## config.mk

```make
export PLATFORM = sky130hd
export DESIGN_NAME = hazard_ctrl
export DESIGN_NICKNAME = d
export VERILOG_FILES = /design/src/rtl/hazard_ctrl.sv
export SDC_FILE = /design/constraint.sdc
export NUM_CORES = 1
export LEC_CHECK = 0
export BUFFER_PORTS_ARGS = -buffer_cell sky130_fd_sc_hd__buf_2
export CAP_MARGIN = 40
export CORE_AREA = 5 5 63 65
export DETAILED_ROUTE_END_ITERATION = 10
export DIE_AREA = 0 0 68 70
export PLACE_DENSITY = 0.78
export REMOVE_ABC_BUFFERS = 1
export SLEW_MARGIN = 15
export SYNTH_ARGS = -nofsm -noshare
export SYNTH_HDL_FRONTEND = slang
export SYNTH_SLANG_ARGS = --single-unit
```

## constraint.sdc

```tcl
create_clock -name clk -period 2.3 [get_ports clk]
set_input_delay 0.46 -clock clk [delete_from_list [all_inputs] [get_ports clk]]
set_output_delay 0.46 -clock clk [all_outputs]
set_load 0.005 [all_outputs]
```

## src/rtl/hazard_ctrl.sv

```systemverilog
// Pipeline hazard controller for the 16-bit 5-stage core.
// Tracks destinations of the instructions in EX and DM, registers the
// per-port bypass selects, and raises load-use interlock, bubble and flush.
module hazard_ctrl #(
  parameter int RF_AW = 4,
  parameter int CNT_W = 16
) (
  input  logic             clk,
  input  logic             rst_n,
  input  logic [RF_AW-1:0] p0_addr_ID,
  input  logic [RF_AW-1:0] p1_addr_ID,
  input  logic             re0_ID,
  input  logic             re1_ID,
  input  logic [RF_AW-1:0] dst_addr_ID,
  input  logic             we_rf_ID,
  input  logic             ld_ID,
  input  logic             flow_change_ID_EX,
  input  logic             mem_stall,
  output logic             byp0_EX,
  output logic             byp0_DM,
  output logic             byp1_EX,
  output logic             byp1_DM,
  output logic             stall_IM_ID,
  output logic             stall_ID_EX,
  output logic             stall_EX_DM,
  output logic             bubble_ID_EX,
  output logic             flush_IF_ID,
  output logic [CNT_W-1:0] stall_cnt
);

  // Shadow of the instruction in EX and in DM
  logic [RF_AW-1:0] dst_ID_EX;
  logic             we_ID_EX;
  logic             ld_ID_EX;
  logic [RF_AW-1:0] dst_EX_DM;
  logic             we_EX_DM;

  logic hit_ex0, hit_ex1, hit_dm0, hit_dm1;
  logic lu;

  // Source-operand match against the EX and DM producers (R0 never matches)
  always_comb begin
    hit_ex0 = re0_ID & we_ID_EX & (p0_addr_ID == dst_ID_EX) & (p0_addr_ID != '0);
    hit_ex1 = re1_ID & we_ID_EX & (p1_addr_ID == dst_ID_EX) & (p1_addr_ID != '0);
    hit_dm0 = re0_ID & we_EX_DM & (p0_addr_ID == dst_EX_DM) & (p0_addr_ID != '0);
    hit_dm1 = re1_ID & we_EX_DM & (p1_addr_ID == dst_EX_DM) & (p1_addr_ID != '0);
    lu      = ld_ID_EX & (hit_ex0 | hit_ex1);
  end

  // Prioritised pipeline controls: memory stall, then flush, then load-use
  always_comb begin
    stall_IM_ID  = 1'b0;
    stall_ID_EX  = 1'b0;
    stall_EX_DM  = 1'b0;
    bubble_ID_EX = 1'b0;
    flush_IF_ID  = 1'b0;
    if (mem_stall) begin
      stall_IM_ID = 1'b1;
      stall_ID_EX = 1'b1;
      stall_EX_DM = 1'b1;
    end else if (flow_change_ID_EX) begin
      flush_IF_ID  = 1'b1;
      bubble_ID_EX = 1'b1;
    end else if (lu) begin
      stall_IM_ID  = 1'b1;
      bubble_ID_EX = 1'b1;
    end
  end

  // Advance the EX/DM shadows and register bypass selects; frozen on mem_stall
  always_ff @(posedge clk or negedge rst_n) begin
    if (!rst_n) begin
      dst_ID_EX <= '0;
      we_ID_EX  <= 1'b0;
      ld_ID_EX  <= 1'b0;
      dst_EX_DM <= '0;
      we_EX_DM  <= 1'b0;
      byp0_EX   <= 1'b0;
      byp0_DM   <= 1'b0;
      byp1_EX   <= 1'b0;
      byp1_DM   <= 1'b0;
    end else if (!mem_stall) begin
      dst_EX_DM <= dst_ID_EX;
      we_EX_DM  <= we_ID_EX;
      if (bubble_ID_EX) begin
        dst_ID_EX <= '0;
        we_ID_EX  <= 1'b0;
        ld_ID_EX  <= 1'b0;
        byp0_EX   <= 1'b0;
        byp0_DM   <= 1'b0;
        byp1_EX   <= 1'b0;
        byp1_DM   <= 1'b0;
      end else begin
        dst_ID_EX <= dst_addr_ID;
        we_ID_EX  <= we_rf_ID;
        ld_ID_EX  <= ld_ID;
        byp0_EX   <= hit_ex0;
        byp0_DM   <= hit_dm0 & ~hit_ex0;
        byp1_EX   <= hit_ex1;
        byp1_DM   <= hit_dm1 & ~hit_ex1;
      end
    end
  end

  // Saturating count of load-use stall cycles; the counter is frozen
  // together with the rest of the state while mem_stall holds the pipe
  always_ff @(posedge clk or negedge rst_n) begin
    if (!rst_n) begin
      stall_cnt <= '0;
    end else if (!mem_stall && stall_IM_ID && (stall_cnt != '1)) begin
      stall_cnt <= stall_cnt + 1'b1;
    end
  end

endmodule
```

==> results of run 1 <==
how the worst max path moves through the flow:
stage,from,to,cells after the start
3_3_place_gp,p1_addr_ID[0],bubble_ID_EX,7
3_5_place_dp,p1_addr_ID[0],bubble_ID_EX,7
6_report,dst_ID_EX[1],stall_IM_ID,6
4_1_cts,dst_ID_EX[2],stall_IM_ID,6
5_1_grt,dst_ID_EX[1],stall_IM_ID,7
2_1_floorplan,p1_addr_ID[0],bubble_ID_EX,5
sequential cells by signal (all words and copies together) (netlist names):
name,flops
we_ID_EX,1
dst_EX_DM,4
byp0_DM,1
dst_ID_EX,4
byp1_EX,1
we_EX_DM,1
byp0_EX,1
ld_ID_EX,1
byp1_DM,1
stall_cnt,16
kinds of logic after synthesis:
kind of cell	share of synthesized area [%]
simple gates	17.4
xor+xnor	16.7
flops	47.8
compound gates	11.0
buf+inv	2.08
mux	4.16
fa+ha+maj	0.771
synth_stat cells, drive strengths merged:
library cell	n
a2111oi	2
a21o	2
a21oi	1
a22o	7
a32o	1
a41o	1
and2	3
and3	6
buf	3
clkbuf	2
dfrtp	31
ha	1
inv	1
mux2	6
nand2	6
nand3	9
nand4	7
nor2	5
nor3	4
nor3b	1
nor4	2
o2111ai	1
o21ai	1
o21ba	1
o21bai	1
o41a	2
xnor2	19
xor2	12
report_power, final:
group	internal [uW]	switching, uW	leakage, uW	total (uW)
Combinational	73.7	73.7	0.000585	147
Sequential	564	23.9	0.000423	588
Clock	119	179	0.0000293	298
Total	757	276	0.00104	1030
layer usage:
layer	routed length, um	share of wire, %	up-vias
met5	0	0	-
li1	-	-	617
met4	114	3.0	0
met3	160	4.2	9
met2	1910	50	39
met1	1630	43	629
worst max-delay path, delay by kind of cell (launching register included):
family          cells  cell delay (ns)
flops               1             0.40
simple gates        1             0.33
xor+xnor            1             0.15
buf+inv             2             0.28
compound gates      2             0.33
cell type report:
type / instances / area (um2) / share of cell area [%]
sequential: 31 / 776 / 38.1
inverter: 1 / 3.75 / 0.184
multi-input combinational: 101 / 852 / 41.8
clock inverter: 1 / 5.00 / 0.246
timing repair buffer: 54 / 299 / 14.7
clock buffer: 7 / 45.0 / 2.21
tap: 46 / 57.6 / 2.82
metrics by stage:
step | TNS [ns] | total power, uW
after CTS | 0 | 1030
after global routing | -0.116 | 1070
final | 0 | 1030
after detailed placement | 0 | 728
after floorplan | 0 | 665
after global placement | 0 | 723
what timing repair did:
action	4_1_cts	5_1_grt
endpoints found under the setup margin	2	2
resized for setup	2	5
setup buffers	6	2
pin swaps	6	7
==> metrics.log, run 1 <==
[metrics] FF+latch count, synth: 31
[metrics] sequential element share of the synthesized area: between 40 and 50%
[metrics] count of final hold-check violations: 0
[metrics] relative slew slack: between 50 and 60%
[metrics] path depth of the worst reg2reg path: 6
[metrics] number of sinks handled by clock tree synthesis: 31
[metrics] setup clock skew after layout: around 0.016 ns
[metrics] most used cells in the layout excluding fill and tap cells: buf_2, dfrtp_1, xnor2_1
[metrics] chip width: slightly below 70 um
[metrics] Placer Congestion: between 0.8 and 0.9
[metrics] unique cell type count in the Yosys netlist: 30
[metrics] Pre-Repair DR Iteration Count: 4
[metrics] clock tree from TritonCTS: yes
[metrics] start of the worst register-to-register path: dst_ID_EX[1]
[metrics] dominant cell type by area after synthesis: dfrtp_1
[metrics] actual slew at the worst max-slew pin: slightly below 0.7 ns
[metrics] vias in the first global route: between 1,000 and 1,500
[metrics] CP peak stage delay: approximately 0.4 ns
[metrics] largest cells by area after synthesis: dfrtp_1, xnor2_1, xor2_1
[metrics] Clock Latency Late Sink: between 0.3 and 0.4 ns
[metrics] Pwr Density: between 500 and 600 nW/um2
[metrics] number of top-level design ports: between 40 and 50
[metrics] Hold Worst Slack: about 0.15 ns
[metrics] Final Routed Wirelength: between 3000 and 4000 um
[metrics] required time of the critical path: between 1.5 and 2 ns
[metrics] post-layout instance count excluding filler cells: about 240
[metrics] destination of the worst register-to-register timing path: stall_cnt[1]
[metrics] Iter 0 DRT Violations: 67
[metrics] DP Cell Count: ~230
[metrics] total of endpoints with negative setup slack in the final report: 0
[metrics] fraction of the core area covered by cells at the end of the flow: 62.1%
[metrics] maximum number of pins on one net before global-route repair: 32
[metrics] area of the mapped netlist: ~1600 um2
[metrics] crit path max-delay cell type: dfrtp_1
[metrics] proportion of layout cells with a drive suffix above 1: roughly two fifths
[metrics] clock input transition at the sequential cells of the worst setup and hold paths: 0.10 ns
[metrics] largest voltage drop on the vdd net: around 270 uV
[metrics] overall track demand over capacity in global routing: between 10% and 20%
[metrics] Post-Layout Inst Area: about 2000 um2
[metrics] setup slack on the worst flop-to-flop path: ~0.28 ns
[metrics] clock tree root driver cell: clkbuf_4
[metrics] type of element launching the critical path: flip-flop
[metrics] Max Cap Violations: 0
[metrics] Core Area: about 3300 um2
[metrics] most common library cell in the layout ignoring fill and taps: buf_2
[metrics] data arrival time of the worst path: 1.81 ns
[metrics] detail-routed via count per cell: between 5 and 6
[metrics] highest fanout seen on the critical path: 4
[metrics] GR met3 Demand/Resource: under 10%
[metrics] Fillers: approximately 280
[metrics] drt drc: 0
[metrics] vias after detailed routing: around 1,300
[metrics] clk buf depth: 2
[metrics] Area growth, synth to finish: 25.6%
[metrics] half-perimeter wire length after placement: between 2000 and 3000 um
[metrics] wire length per cell after detailed routing: between 15 and 20 um
[metrics] Static Leakage: ~0.0010 uW
[metrics] total CTS buffers: 5
[metrics] die boundary height: roughly 70 um
[metrics] worst min-delay path category: in2async
[metrics] Starting Density: around half
[metrics] sort of element at the end of the critical path: primary output
[metrics] total congestion overflow after global routing: 0
[metrics] highest clock frequency the design can meet: 0.441 GHz
[metrics] number of warnings printed during yosys synthesis: 0
[metrics] cell chain of the critical path: buf_6 > xor2_4 > nor4_4 > o21ai_2 > o21bai_1 > buf_2
[metrics] average cell area after synthesis: about 12 um2
[metrics] worst setup timing slack at the placement stage: 0.0576 ns
[metrics] start-to-end type of the worst setup path: reg2out
[metrics] period utilization: a little over nine tenths
[metrics] crit path time final: around 2.3 ns
[metrics] RSZ-0062 raised after global routing: true
[metrics] cell area after placement: 1890 um2
[metrics] number of standard-cell rows in the floorplan: 21
[metrics] IO Port Bufs: between 40 and 50
[metrics] final worst-path setup slack: ~0.031 ns
[metrics] H-Tree Level Count: 2
[metrics] number of antenna violations at the first check in global routing: 0
[metrics] wire length of the first global-routing pass: about 5900 um
[metrics] total count of max-transition violations in the final report: 0
[metrics] met1 Usage GRT: 20.8%
[metrics] post-route antenna net violation count: 0
[metrics] # diodes: 0
[metrics] top cell type's share of synthesized area: between 40% and 50%
[metrics] die footprint: ~4800 um2
[metrics] total of hold buffers inserted after clock tree synthesis: 0
[metrics] outcome: finished, final reports clean
[metrics] nets: 215
[metrics] global-route met2 utilization: about a quarter
[metrics] synthesized instance count: ~140
[metrics] most used routing layer in global routing: met2
No activity file was read; power rests on OpenSTA's default activity.
==> run 2: changes to the inputs <==
- CORE_AREA: 5 5 63 65 -> 5 5 66 62
- DIE_AREA: 0 0 68 70 -> 0 0 71 67
==> run 2 against run 1 <==
Against the previous run:
- maximum frequency is 0.12% lower
- flip-flop and latch count is the same
- critical endpoint unchanged
- via count decreased by 1.5%
- critical path depth is the same
- highest routed layer unchanged
- sequential power is essentially flat
- first-iteration DRC count down 18%
- total power increased by 6.4%
- non-clock buffer count is 5 lower
==> metrics.log, run 2 (synthesized netlist as in run 1, its figures left out) <==
[metrics] Clock Latency Late Sink: 0.27 ns (-0.07 ns)
[metrics] fraction of the core area covered by cells at the end of the flow: 60.1% (-1.9 points)
[metrics] relative slew slack: 55.2% (about the same)
[metrics] footprint of the flip-flops and latches: 776 um2 (unchanged)
[metrics] number of sinks handled by clock tree synthesis: 31 (unchanged)
[metrics] RSZ-0062 raised after global routing: true
[metrics] Pwr Density: 553 nW/um2 (+9.2%)
[metrics] half-perimeter wire length after placement: 2800 um (+1.6%)
[metrics] nets: 210 (-2.3%)
[metrics] number of antenna violations at the first check in global routing: 0 (unchanged)
[metrics] Static Leakage: 0.00101 uW (-2.3%)
[metrics] vias after detailed routing: 1,275 (-1.5%)
[metrics] type of element launching the critical path: flip-flop
[metrics] count of buffering cells on the critical path with inverters included: 1 (-1)
[metrics] total count of max-transition violations in the final report: 0 (unchanged)
[metrics] final total power: 1100 uW (+6.4%)
[metrics] highest fanout seen on the critical path: 4 (unchanged)
[metrics] highest clock frequency the design can meet: 0.440 GHz (-0.12%)
[metrics] area taken by multi-input logic gates: 821 um2 (-3.7%)
[metrics] post-route antenna net violation count: 0 (unchanged)
[metrics] Starting Density: 49.1% (-0.28 points)
[metrics] vias in the first global route: 1,326 (+0.38%)
[metrics] die footprint: 4760 um2 (about the same)
[metrics] drt drc: 0 (unchanged)
[metrics] maximum number of pins on one net before global-route repair: 32 (unchanged)
[metrics] clock input transition at the sequential cells of the worst setup and hold paths: 0.06 ns (-0.04 ns)
[metrics] sort of element at the end of the critical path: primary output
[metrics] Max Cap Violations: 0 (unchanged)
[metrics] number of standard-cell rows in the floorplan: 20 (-4.8%)
[metrics] cell chain of the critical path: xnor2_1 > nand3_1 > nor4_4 > o21ai_2 > o21bai_1 > buf_2
[metrics] largest registers: stall_cnt x16, dst_EX_DM x4, dst_ID_EX x4
[metrics] clock tree from TritonCTS: yes
[metrics] final worst-path setup slack: 0.0278 ns (-0.00283 ns)
[metrics] number of top-level design ports: 45 (unchanged)
[metrics] Area growth, synth to finish: 22.4%
[metrics] Fillers: 283 (+2.5%)
[metrics] # diodes: 0 (unchanged)
[metrics] Pre-Repair DR Iteration Count: 4 (unchanged)
[metrics] overall track demand over capacity in global routing: 16.6% (+0.033 points)
[metrics] Post-Layout Inst Area: 1990 um2 (-2.6%)
[metrics] CP peak stage delay: 0.43 ns (+0.03 ns)
[metrics] cell area after placement: 1880 um2 (-0.13%)
[metrics] chip width: 71 um (+4.4%)
[metrics] data arrival time of the worst path: 1.81 ns (about the same)
[metrics] largest voltage drop on the vdd net: 305 uV (+15%)
[metrics] Iter 0 DRT Violations: 55 (-18%)
[metrics] start-to-end type of the worst setup path: reg2out
[metrics] Placer Congestion: 0.780 (-9.2%)
[metrics] setup clock skew after layout: 0.00622 ns (-0.0101 ns)
[metrics] H-Tree Level Count: 2 (unchanged)
[metrics] crit path max-delay cell type: dfrtp_1
[metrics] Largest Register: stall_cnt
[metrics] total of endpoints with negative setup slack in the final report: 0 (unchanged)
[metrics] period utilization: 98.8% (+0.12 points)
[metrics] wire length of the first global-routing pass: 6130 um (+3.3%)
[metrics] Worst path top cell family by delay: simple AND/OR/NAND/NOR gates
[metrics] Final Routed Wirelength: 3690 um (-3.3%)
[metrics] total CTS buffers: 5 (unchanged)
[metrics] proportion of layout cells with a drive suffix above 1: 37.2% (-3.3 points)
[metrics] total congestion overflow after global routing: 0 (unchanged)
[metrics] total of hold buffers inserted after clock tree synthesis: 0 (unchanged)
[metrics] IO Port Bufs: 44 (unchanged)
[metrics] clk buf depth: 2 (unchanged)
[metrics] outcome: finished, final reports clean
[metrics] number of flip-flops in the largest register: 16 (unchanged)
[metrics] count of final hold-check violations: 0 (unchanged)
[metrics] clock tree root driver cell: clkbuf_8
[metrics] required time of the critical path: 1.84 ns (about the same)
[metrics] most common library cell in the layout ignoring fill and taps: buf_2
[metrics] worst min-delay path category: in2async
[metrics] worst setup timing slack at the placement stage: 0.0866 ns (+0.0290 ns)
[metrics] crit path time final: 2.27 ns (+0.00283 ns)
[metrics] actual slew at the worst max-slew pin: 0.672 ns (-0.000658 ns)
[metrics] most used cells in the layout excluding fill and tap cells: buf_2, dfrtp_1, xnor2_1
[metrics] die boundary height: 67 um (-4.3%)
[metrics] Core Area: 3300 um2 (+0.57%)
[metrics] detail-routed via count per cell: 5.50 (+2.4%)
[metrics] wire length per cell after detailed routing: 15.9 um (+0.47%)
run 2: cell types whose count changed in the layout (fill, tap and decap cells not counted), sizes merged:
cell / previous run / this run
buf: 54 / 49
clkbuf: 7 / 6
clkinv: 1 / 0
run 2: what timing repair did:
item | in CTS | in global routing
gates resized for setup | 0 | 2
setup buffers | 1 | 2
endpoints found under the hold margin | 0 | 0
pin swaps | 1 | 6
endpoints found under the setup margin | 1 | 2
run 2: worst reg2reg max path, cell delays in order, from the launching register on:
cell	delay, ns
dfrtp_1	0.43
buf_4	0.16
xor2_1	0.18
nor4_4	0.33
buf_4	0.19
o21ba_2	0.31
mux2_2	0.37
run 2: final cells by class:
type                            instances  share of cell area, %
Tap cell                               44                   2.77
Timing Repair Buffer                   49                   13.0
Clock buffer                            6                   3.65
Inverter                                1                  0.189
Sequential cell                        31                   39.1
Multi-Input combinational cell        101                   41.3
run 2: path summary, 6_finish.rpt:
path                                start      endpoint  slack [ns]  depth (start not counted)
setup / recovery             dst_ID_EX[1]   stall_IM_ID        0.03                          6
hold / removal                      rst_n       byp1_EX        0.22                          1
setup reg to reg             dst_ID_EX[1]  stall_cnt[1]        0.21                          6
hold reg to reg                   byp0_DM       byp0_DM        0.49                          1
max in group asynchronous           rst_n  dst_EX_DM[3]        1.64                          1
min in group clk           dst_addr_ID[2]  dst_ID_EX[2]        0.40                          2
run 2: per-stage QoR:
stage,instances,hold slack [ns],setup TNS [ns]
after global routing,232,0.291,-0.229
final,232,0.223,0
after CTS,230,0.256,0
after floorplan,133,0.164,0
after global placement,223,0.462,0
after detailed placement,223,0.476,0
run 2: power breakdown:
group          switching, uW  internal [uW]  total (uW)  leakage, uW
registers               25.4            565         591     0.000423
logic                   66.1           65.7         132     0.000553
clock network            175            201         376    0.0000371
run 2: per-layer routing:
| layer | wire length (um) | GRT usage, % | part of all wire [%] | vias up |
|---|---|---|---|---|
| met5 | 0 | 0 | 0 | - |
| met4 | 97 | 9.62 | 2.6 | 0 |
| met3 | 137 | 2.71 | 3.7 | 9 |
| met2 | 1870 | 28.8 | 51 | 36 |
| met1 | 1580 | 19.5 | 43 | 627 |
| li1 | - | - | - | 603 |
